**config.mk**
```make
export PLATFORM = sky130hd
export DESIGN_NAME = panel_readback
export DESIGN_NICKNAME = d
export VERILOG_FILES = /design/src/rtl/panel_pkg.sv /design/src/rtl/seg7_decode.sv /design/src/rtl/panel_readback.sv
export SDC_FILE = /design/constraint.sdc
export NUM_CORES = 1
export LEC_CHECK = 0
export BUFFER_PORTS_ARGS = -buffer_cell sky130_fd_sc_hd__buf_2
export CORE_ASPECT_RATIO = 0.6
export CORE_MARGIN = 10
export CORE_UTILIZATION = 50
export CTS_BUF_LIST = sky130_fd_sc_hd__clkbuf_4 sky130_fd_sc_hd__clkbuf_8
export CTS_CLUSTER_SIZE = 8
export DETAILED_ROUTE_END_ITERATION = 16
export PLACE_DENSITY = 0.84
export SETUP_SLACK_MARGIN = 0.5
export SLEW_MARGIN = 0
export SYNTH_ARGS = -nofsm -noshare
export SYNTH_HDL_FRONTEND = slang
export SYNTH_SLANG_ARGS = --single-unit
```
**constraint.sdc**
```tcl
create_clock -name clk -period 3.1 [get_ports clk]
set_input_delay 0.62 -clock clk [delete_from_list [all_inputs] [get_ports clk]]
set_output_delay 0.62 -clock clk [all_outputs]
set_load 0.02 [all_outputs]
```
**src/rtl/panel_pkg.sv**
```systemverilog
// Shared constants for the front-panel readback monitor.
// Segment patterns are active-high, bit0=a .. bit6=g, bit7=dp.
package panel_pkg;

  localparam int SEG_A  = 0;
  localparam int SEG_B  = 1;
  localparam int SEG_C  = 2;
  localparam int SEG_D  = 3;
  localparam int SEG_E  = 4;
  localparam int SEG_F  = 5;
  localparam int SEG_G  = 6;
  localparam int SEG_DP = 7;

  localparam logic [6:0] SEG_0     = 7'h3F;
  localparam logic [6:0] SEG_1     = 7'h06;
  localparam logic [6:0] SEG_2     = 7'h5B;
  localparam logic [6:0] SEG_3     = 7'h4F;
  localparam logic [6:0] SEG_4     = 7'h66;
  localparam logic [6:0] SEG_5     = 7'h6D;
  localparam logic [6:0] SEG_6     = 7'h7D;
  localparam logic [6:0] SEG_7     = 7'h07;
  localparam logic [6:0] SEG_8     = 7'h7F;
  localparam logic [6:0] SEG_9     = 7'h6F;
  localparam logic [6:0] SEG_BLANK = 7'h00;

  localparam logic [3:0] DIG_BLANK = 4'hE;
  localparam logic [3:0] DIG_BAD   = 4'hF;

endpackage

```
**src/rtl/seg7_decode.sv**
```systemverilog
// Active-high gfedcba pattern to digit code (0-9, E=blank, F=bad).
// Ports: seg (7-bit pattern in), code (4-bit digit code out).
module seg7_decode
  import panel_pkg::*;
(
  input  logic [6:0] seg,
  output logic [3:0] code
);

  always_comb begin
    code = DIG_BAD;
    unique case (1'b1)
      (seg == SEG_0):     code = 4'd0;
      (seg == SEG_1):     code = 4'd1;
      (seg == SEG_2):     code = 4'd2;
      (seg == SEG_3):     code = 4'd3;
      (seg == SEG_4):     code = 4'd4;
      (seg == SEG_5):     code = 4'd5;
      (seg == SEG_6):     code = 4'd6;
      (seg == SEG_7):     code = 4'd7;
      (seg == SEG_8):     code = 4'd8;
      (seg == SEG_9):     code = 4'd9;
      (seg == SEG_BLANK): code = DIG_BLANK;
      default:            code = DIG_BAD;
    endcase
  end

endmodule

```
**src/rtl/panel_readback.sv**
```systemverilog
// Readback monitor: settles, decodes and publishes the two segment buses.
// Ports: clk, rst_n, showL/showR, clr, rd_ready in; rd_* payload, ovr, err_cnt out.
module panel_readback
  import panel_pkg::*;
#(
  parameter int unsigned STABLE_CYCLES  = 4,
  parameter bit          SEG_ACTIVE_LOW = 1'b1,
  parameter int unsigned ERR_W          = 8
) (
  input  logic             clk,
  input  logic             rst_n,
  input  logic [7:0]       showL,
  input  logic [7:0]       showR,
  input  logic             clr,
  input  logic             rd_ready,
  output logic             rd_valid,
  output logic [3:0]       rd_left,
  output logic [3:0]       rd_right,
  output logic [1:0]       rd_dp,
  output logic             ovr,
  output logic [ERR_W-1:0] err_cnt
);

  localparam int unsigned CW = $clog2(STABLE_CYCLES + 1);
  localparam logic [CW-1:0] CNT_MAX = CW'(STABLE_CYCLES);

  logic [15:0]    raw;
  logic [15:0]    samp;
  logic [15:0]    last;
  logic [15:0]    norm;
  logic [CW-1:0]  cnt;
  logic           pubd;
  logic           settle;
  logic           fire;
  logic [3:0]     code_l;
  logic [3:0]     code_r;
  logic [1:0]     nbad;
  logic [ERR_W:0] err_sum;
  logic [ERR_W-1:0] err_nxt;

  assign raw  = {showL, showR};
  assign norm = SEG_ACTIVE_LOW ? ~samp : samp;

  seg7_decode u_dec_l (
    .seg  (norm[8+SEG_G:8+SEG_A]),
    .code (code_l)
  );

  seg7_decode u_dec_r (
    .seg  (norm[SEG_G:SEG_A]),
    .code (code_r)
  );

  // The edge on which cnt reaches CNT_MAX is the settle edge.
  assign settle = (raw == samp) && (cnt == CNT_MAX - 1'b1);
  assign fire   = settle && (!pubd || (samp != last));

  assign nbad = {1'b0, code_l == DIG_BAD}
              + {1'b0, code_r == DIG_BAD};

  assign err_sum = {1'b0, err_cnt} + (ERR_W+1)'(nbad);
  assign err_nxt = err_sum[ERR_W] ? '1 : err_sum[ERR_W-1:0];

  always_ff @(posedge clk or negedge rst_n) begin
    if (!rst_n) begin
      samp     <= '0;
      cnt      <= '0;
      pubd     <= 1'b0;
      last     <= '0;
      rd_valid <= 1'b0;
      rd_left  <= '0;
      rd_right <= '0;
      rd_dp    <= '0;
      ovr      <= 1'b0;
      err_cnt  <= '0;
    end else begin
      if (raw != samp) begin
        samp <= raw;
        cnt  <= '0;
      end else if (cnt < CNT_MAX) begin
        cnt <= cnt + 1'b1;
      end

      if (fire) begin
        rd_left  <= code_l;
        rd_right <= code_r;
        rd_dp    <= {norm[8+SEG_DP], norm[SEG_DP]};
        last     <= samp;
        pubd     <= 1'b1;
        rd_valid <= 1'b1;
        err_cnt  <= err_nxt;
        if (rd_valid && !rd_ready) ovr <= 1'b1;
      end else if (rd_valid && rd_ready) begin
        rd_valid <= 1'b0;
      end

      if (clr) begin
        ovr     <= 1'b0;
        err_cnt <= '0;
      end
    end
  end

endmodule

```
# Word level (Yosys, flattened, before mapping)
# Index checks and enable logic that the tools add are counted.
totals:
  reg_bits: 56
  wordCells: 67
op_classes:
  n_bitwise: 1
  add_sub_neg: 3
  reduce_logical: 14
  n_eq_ne: 26
  n_mux: 12
  order_cmp: 1
ops:
  columns: ["operator", "n"]
  rows:
  - ["== test 7 bit (second input constant)", 14]
  - ["case mux 4 bit (11 select lines)", 2]
  - ["inequality test 16 bit", 2]
  - ["== test 7 x 3 -> 1 bit (second input constant)", 4]
  - ["2-to-1 mux 8 bit", 3]
  - ["== test 16 bit", 1]
  - ["inverter 16 bit", 1]
  - ["== test 7 x 6 -> 1 bit (second input constant)", 2]
  - ["logical NOT 7 bit", 2]
  - ["adder 8 x 2 -> 9 bit", 1]
  - ["== test 4 bit (second input constant)", 2]
  - ["nonzero test 2 bit", 4]
  - ["2-to-1 mux 3 bit", 2]
  - ["2-to-1 mux 1 bit", 5]
  - ["logical AND 1 bit", 4]
  - ["adder 3 x 1 -> 3 bit (second input constant)", 1]
  - ["== test 3 x 2 -> 1 bit (second input constant)", 1]
  - ["less-than comparator 3 bit (second input constant)", 1]
  - ["adder 1 x 1 -> 2 bit", 1]
  - ["logical NOT 1 bit", 2]
  - ["AND reduction 2 bit", 1]
  - ["logical OR 1 bit", 1]

# Depth between registers and ports, before layout
depth:
  depth_word: 9
  ltp_mapped: 15
  depth_no_buf: 14

# Cells and area by module
# From an unflattened synthesis, not the netlist that was laid out.
unflattened:
  hier_cells: 297
  hier_area_um2: 3084.2
modules_own_cells:
  columns: ["mod", "area_per_inst_um2", "cells_per_inst", "n_inst"]
  rows:
  - ["panel_readback", 2606.2, 231, 1]
  - ["seg7_decode", 239.0, 33, 2]

# Least setup slack after synthesis
# Ideal clock, no wire load.
synth_path:
  path_type: "register -> register"
  startpoint: "register samp[13]"
  endpoint: "register err_cnt[3]"
  t_arrival_ns: 2.933
  n_path_buf: 1
  slack_ns: 0.032
  setup_time_ns: 0.135
  path_stages_with_launch: 16
  path_cell_list: "dfrtp_1 -> clkbuf_1 -> or3b_2 -> a211o_1 -> a21oi_1 -> nor2_1 -> nand2_1 -> fa_1 -> inv_1 -> ha_1 -> and3_1 -> and3_1 -> nand3_1 -> nand4_1 -> nor3_1 -> nor4_2"
synth_via:
  elab_chain_len: 9
  elab_cells_between_ends: 25
  classes_between: "add/sub (2); eq/ne (13); mux (4); bitwise (1); reduce/logical (5)"
synth_rtl:
  columns: ["element", "line_no", "text"]
  rows:
  - ["start: declaration", "panel_readback.sv:28", "logic [15:0] samp;"]
  - ["start signal: assignment", "panel_readback.sv:78", "samp <= raw;"]
  - ["inverter 16 bit", "panel_readback.sv:42", "assign norm = SEG_ACTIVE_LOW ? ~samp : samp;"]
  - ["== test 7 bit (tied with other cells)", "seg7_decode.sv:22", "(seg == SEG_9): code = 4'd9;"]
  - ["case mux 4 bit (11 select lines)", "seg7_decode.sv:12", "unique case (1'b1)"]
  - ["== test 4 bit", "panel_readback.sv:58", "assign nbad = {1'b0, code_l == DIG_BAD}"]
  - ["adder 1 x 1 -> 2 bit", "panel_readback.sv:59", "+ {1'b0, code_r == DIG_BAD};"]
  - ["adder 8 x 2 -> 9 bit", "panel_readback.sv:61", "assign err_sum = {1'b0, err_cnt} + (ERR_W+1)'(nbad);"]
  - ["2-to-1 mux 8 bit", "panel_readback.sv:62", "assign err_nxt = err_sum[ERR_W] ? '1 : err_sum[ERR_W-1:0];"]
  - ["2-to-1 mux 8 bit", "panel_readback.sv:84", "if (fire) begin"]
  - ["2-to-1 mux 8 bit", "panel_readback.sv:97", "if (clr) begin"]
  - ["end signal: assignment", "panel_readback.sv:91", "err_cnt <= err_nxt;"]
  - ["end: declaration", "panel_readback.sv:21", "output logic [ERR_W-1:0] err_cnt"]
# Parallel ways exist; a longest one is shown, timed or not. The select of a mux whose other input is x is not followed.
# A chain may end at the register's enable or synchronous reset.

# Worst setup path in the final report
layout_path:
  startpoint: "register samp[14]"
  endpoint: "register err_cnt[3]"
# Same word-level chain as after synthesis.

==> summary.md <==
| Metric | Value |
|---|---|
| Placed instance count | between 300 and 400 |
| Slew margin rel. | approximately 53% |
| Wire per inst | 16.09 um |
| Syn nets | 325 |
| Reg-to-reg slack, setup | between 0.3 and 0.4 ns |
| Final GP Congestion | 0.9090 |
| Initial antenna violation count | 0 |
| Net switching power | 0.0003436 W |
| Tot GR Track Use | around 15% |
| Crit-path slowest cell | dfrtp_1 |
| Comb pwr share | roughly 10% |
| Net Sw Frac | approximately 25% |
| Htree depth | 2 |
| Boundary Pins | 40 |
| Wirelength, routed | approximately 6.8 mm |
| Final period util | 89.25% |
| Area Growth Syn to Fin | 20.65% |
| Cell Area, Synth | between 2000 and 3000 sq um |
| Peak supply drop | ~0.19 mV |
| Leakage | around 1.7 nW |
| Cell taking the most area after synthesis | dfrtp_1 |
| Final nets | roughly 370 |
| Post-synth EDFFs | 0 |
| Sequential fraction of the synthesis area | between 40 and 50% |
| Overflow left after global routing | 0 |
| Crit-path max FO | 6 |
| Crit path buffers/inverters | 1 |
| DRC Markers | 0 |
| Die area | ~9600 sq um |
| Fmax | about 0.36 GHz |
| Num CTS Buffers | 5 |
| Synth Flop Type | dfrtp_1 |
| #FFs+latches synth | 56 |
| Max-cap violation count | 0 |
| Starting DRT DRC Count | approximately 150 |
| Pre-CTS worst setup slack | about 0.073 ns |
| Die width | approximately 120 um |
| Reg-to-Reg End | err_cnt[3]$_DFFE_PN0P_ |
| Cells after synthesis | about 300 |
| Die H | 79.99 um |
| Final hold violation count | 0 |
| R2R depth | 14 |
| Worst hold slack | 0.4214 ns |
| Pwr/cell area | about 390 nW/um^2 |
| Capture point of the worst path | err_cnt[3]$_DFFE_PN0P_ |
| Critical path endpoint category | flop |
| Cell-internal power | ~0.0011 W |
| Largest net degree at the start of global routing | 57 |
| Vias in the first global route | between 2k and 2.5k |
| Reg clk slew, reported paths | around 0.10 ns |
| Most common cell in the synthesized netlist | dfrtp_1 |
| Fin crit period | around 2.8 ns |
| Core Footprint | 5702 sq um |
| Unique masters post-synth | 40 |
| CTS max path bufs | 2 |
| Final clock skew | between 0.01 and 0.015 ns |
| Non-filler cells, final | roughly 420 |
| Worst slew pin tran | around 0.70 ns |
| Clock Root Buffer | clkbuf_8 |
| Flop pwr share | a little over half |
| HP Class | primary input to asynchronous set/reset pin |
| Most frequent CP cell | and3_4 |
| Drt via density | 5.473 |
| RSZ-0062 raised after global routing | yes |
| Setup TNS | 0 ns |
| Initial DRT Pass Iterations | 4 |
| Via count | 2,315 |
| Delay of the slowest critical-path stage | 0.39 ns |
| Setup crit start kind | flop |
| Arr. time, crit path | between 2 and 3 ns |
| Status | completed |
| Kind of critical path | flop to flop |
| Clock latency on the worst-skew pair | around 0.32 ns |
| Worst r2r src | samp[14]$_DFFE_PN0N_ |
| Final WS setup | 0.3332 ns |
| Hpwl dp | 4.792 mm |
| Top cells by count, synth | 56 x dfrtp_1, 27 x nor2_1, 23 x clkbuf_1, 22 x xor2_1, 19 x a21oi_1 |
| Diodes inserted | 0 |
| Clock power frac | a little over a third |
| CTS tree | done |
| Proportion of netlist area held by the largest area contributor | between 40% and 50% |
| Top post-synthesis cells by area | dfrtp_1 47%, xor2_1 6.4%, mux2_2 6.4%, xnor2_1 3.8%, nor2_1 3.4% |
| Layout cells sized above 1 | between 30% and 40% |
| Cell chain of the critical path | or3b_4 -> a211o_1 -> a21oi_2 -> nor2_2 -> nand2_2 -> fa_2 -> inv_2 -> ha_4 -> and3_4 -> and3_4 -> nand3_4 -> nand4_1 -> nor3_2 -> nor4_2 |
| Fin. max-slew vios | 0 |
| Crit path from | samp[14]$_DFFE_PN0N_ |
| TritonCTS sink count | 56 |
| WP data required | around 3.3 ns |
| Synth Warn # | 0 |
| Final Util | between 60% and 70% |
| Row cnt | 21 |
| Largest delay share family, worst path | simple AND/OR/NAND/NOR gates |
| Initial core utilization | 52.60% |
| WP depth | 14 |
| Port Buf Inserts | 39 |
| First-pass GRT wire length | between 10 and 15 mm |
| Antenna-violating nets left | 0 |
| Final setup vio count | 0 |
| Synth async-reset ratio | 100.0% |
| Syn avg cell area | roughly 10 sq um |
[cells by family (layout without fill, tap and decap cells)]
| kind of cell | after synthesis | after routing | synth area share (%) |
|---|---|---|---|
| AOI/OAI and AO/OA | 38 | 38 | 8.219 |
| adders and majority gates | 4 | 4 | 1.919 |
| xor gates and xnor gates | 35 | 35 | 10.22 |
| muxes | 21 | 21 | 7.718 |
| and+or+nand+nor | 99 | 99 | 18.48 |
| buffers and inverters | 48 | 90 | 6.716 |
| DFF | 56 | 56 | 46.72 |
[per-stage QoR]
step	instance area, sq um	total power [W]
after detailed placement	3312	0.0008981
final	3618	0.001396
after global routing	3618	0.001444
after CTS	3557	0.001398
after global placement	3312	0.0008943
after floorplan	3080	0.0008554
[power groups by stage]
stage	combinational [W]	clock, W	sequential, W
global route	0.000156	0.000523	0.000764
global placement	0.000118	0	0.000776
floorplan	0.0000949	0	0.000761
detailed placement	0.000120	0	0.000778
finish	0.000140	0.000494	0.000762
CTS	0.000135	0.000502	0.000761
[worst register-to-register path, cell delays in order, from the launching register on]
cell and delay, ns:
dfrtp_1 0.39, or3b_4 0.39, a211o_1 0.27, a21oi_2 0.19, nor2_2 0.07, nand2_2 0.11, fa_2 0.21, inv_2 0.05
ha_4 0.14, and3_4 0.17, and3_4 0.18, nand3_4 0.11, nand4_1 0.12, nor3_2 0.19, nor4_2 0.06
[sequential cells by signal, indices dropped and copies added (netlist names)]
register	count
rd_dp	2
samp	16
ovr	1
rd_left	4
err_cnt	8
pubd	1
rd_right	4
cnt	3
last	16
rd_valid	1
[area by class of cell]
type,instances,area [sq um]
repair buffers,70,452.9
fillers,490,2083
inverters,12,45.04
clock inverters,2,35.03
flip-flops and latches,56,1410
multi-input cells,197,1499
well taps,80,100.1
clock buffers,6,76.32
[how the worst min path moves through the flow]
stage                     slack [ns]  cells after the start             start                       to
after floorplan                 0.32                      0             rst_n       cnt[0]$_DFFE_PN0P_
after global placement          0.47                      1  pubd$_DFFE_PN0P_         pubd$_DFFE_PN0P_
after detailed placement        0.48                      1  pubd$_DFFE_PN0P_         pubd$_DFFE_PN0P_
after CTS                       0.41                      1          showL[4]     samp[12]$_DFFE_PN0N_
after global routing            0.42                      1          showL[4]     samp[12]$_DFFE_PN0N_
final                           0.42                      2             rst_n  rd_right[2]$_DFFE_PN0P_
[cell usage in the layout, fill, tap and decap left out, types with 2 or more instances in the layout]
master	instances
a21oi_1	18
a311oi_2	2
a31oi_1	2
a41o_1	2
and3_1	4
and3_4	3
and4b_1	3
buf_12	2
buf_2	39
buf_4	29
clkbuf_8	5
dfrtp_1	49
dfrtp_2	7
ha_1	2
inv_1	11
mux2_2	17
mux2i_1	4
nand2_1	7
nand2b_1	4
nand3_1	3
nand4_1	8
nor2_1	26
nor2b_1	3
nor3_1	10
nor3_2	3
nor3b_1	4
nor4_1	8
nor4_2	3
o211ai_1	2
or3_1	2
xnor2_1	13
xor2_1	22
[timing repair]
action                                  CTS  global route
buffers inserted                         15             5
endpoints found under the setup margin    8             8
pin swaps                                 9             8
resized for setup                         9             7
hold buffers                              0             0
[per-layer routing]
layer,vias to the layer above,GRT usage [%],share of wire (%)
met5,-,0,0
met4,0,3.717,0.96
met3,7,4.732,6.4
met2,72,22.37,44
met1,1119,19.37,49
li1,1117,-,-
Note: power is estimated with default switching activity, not from simulation.
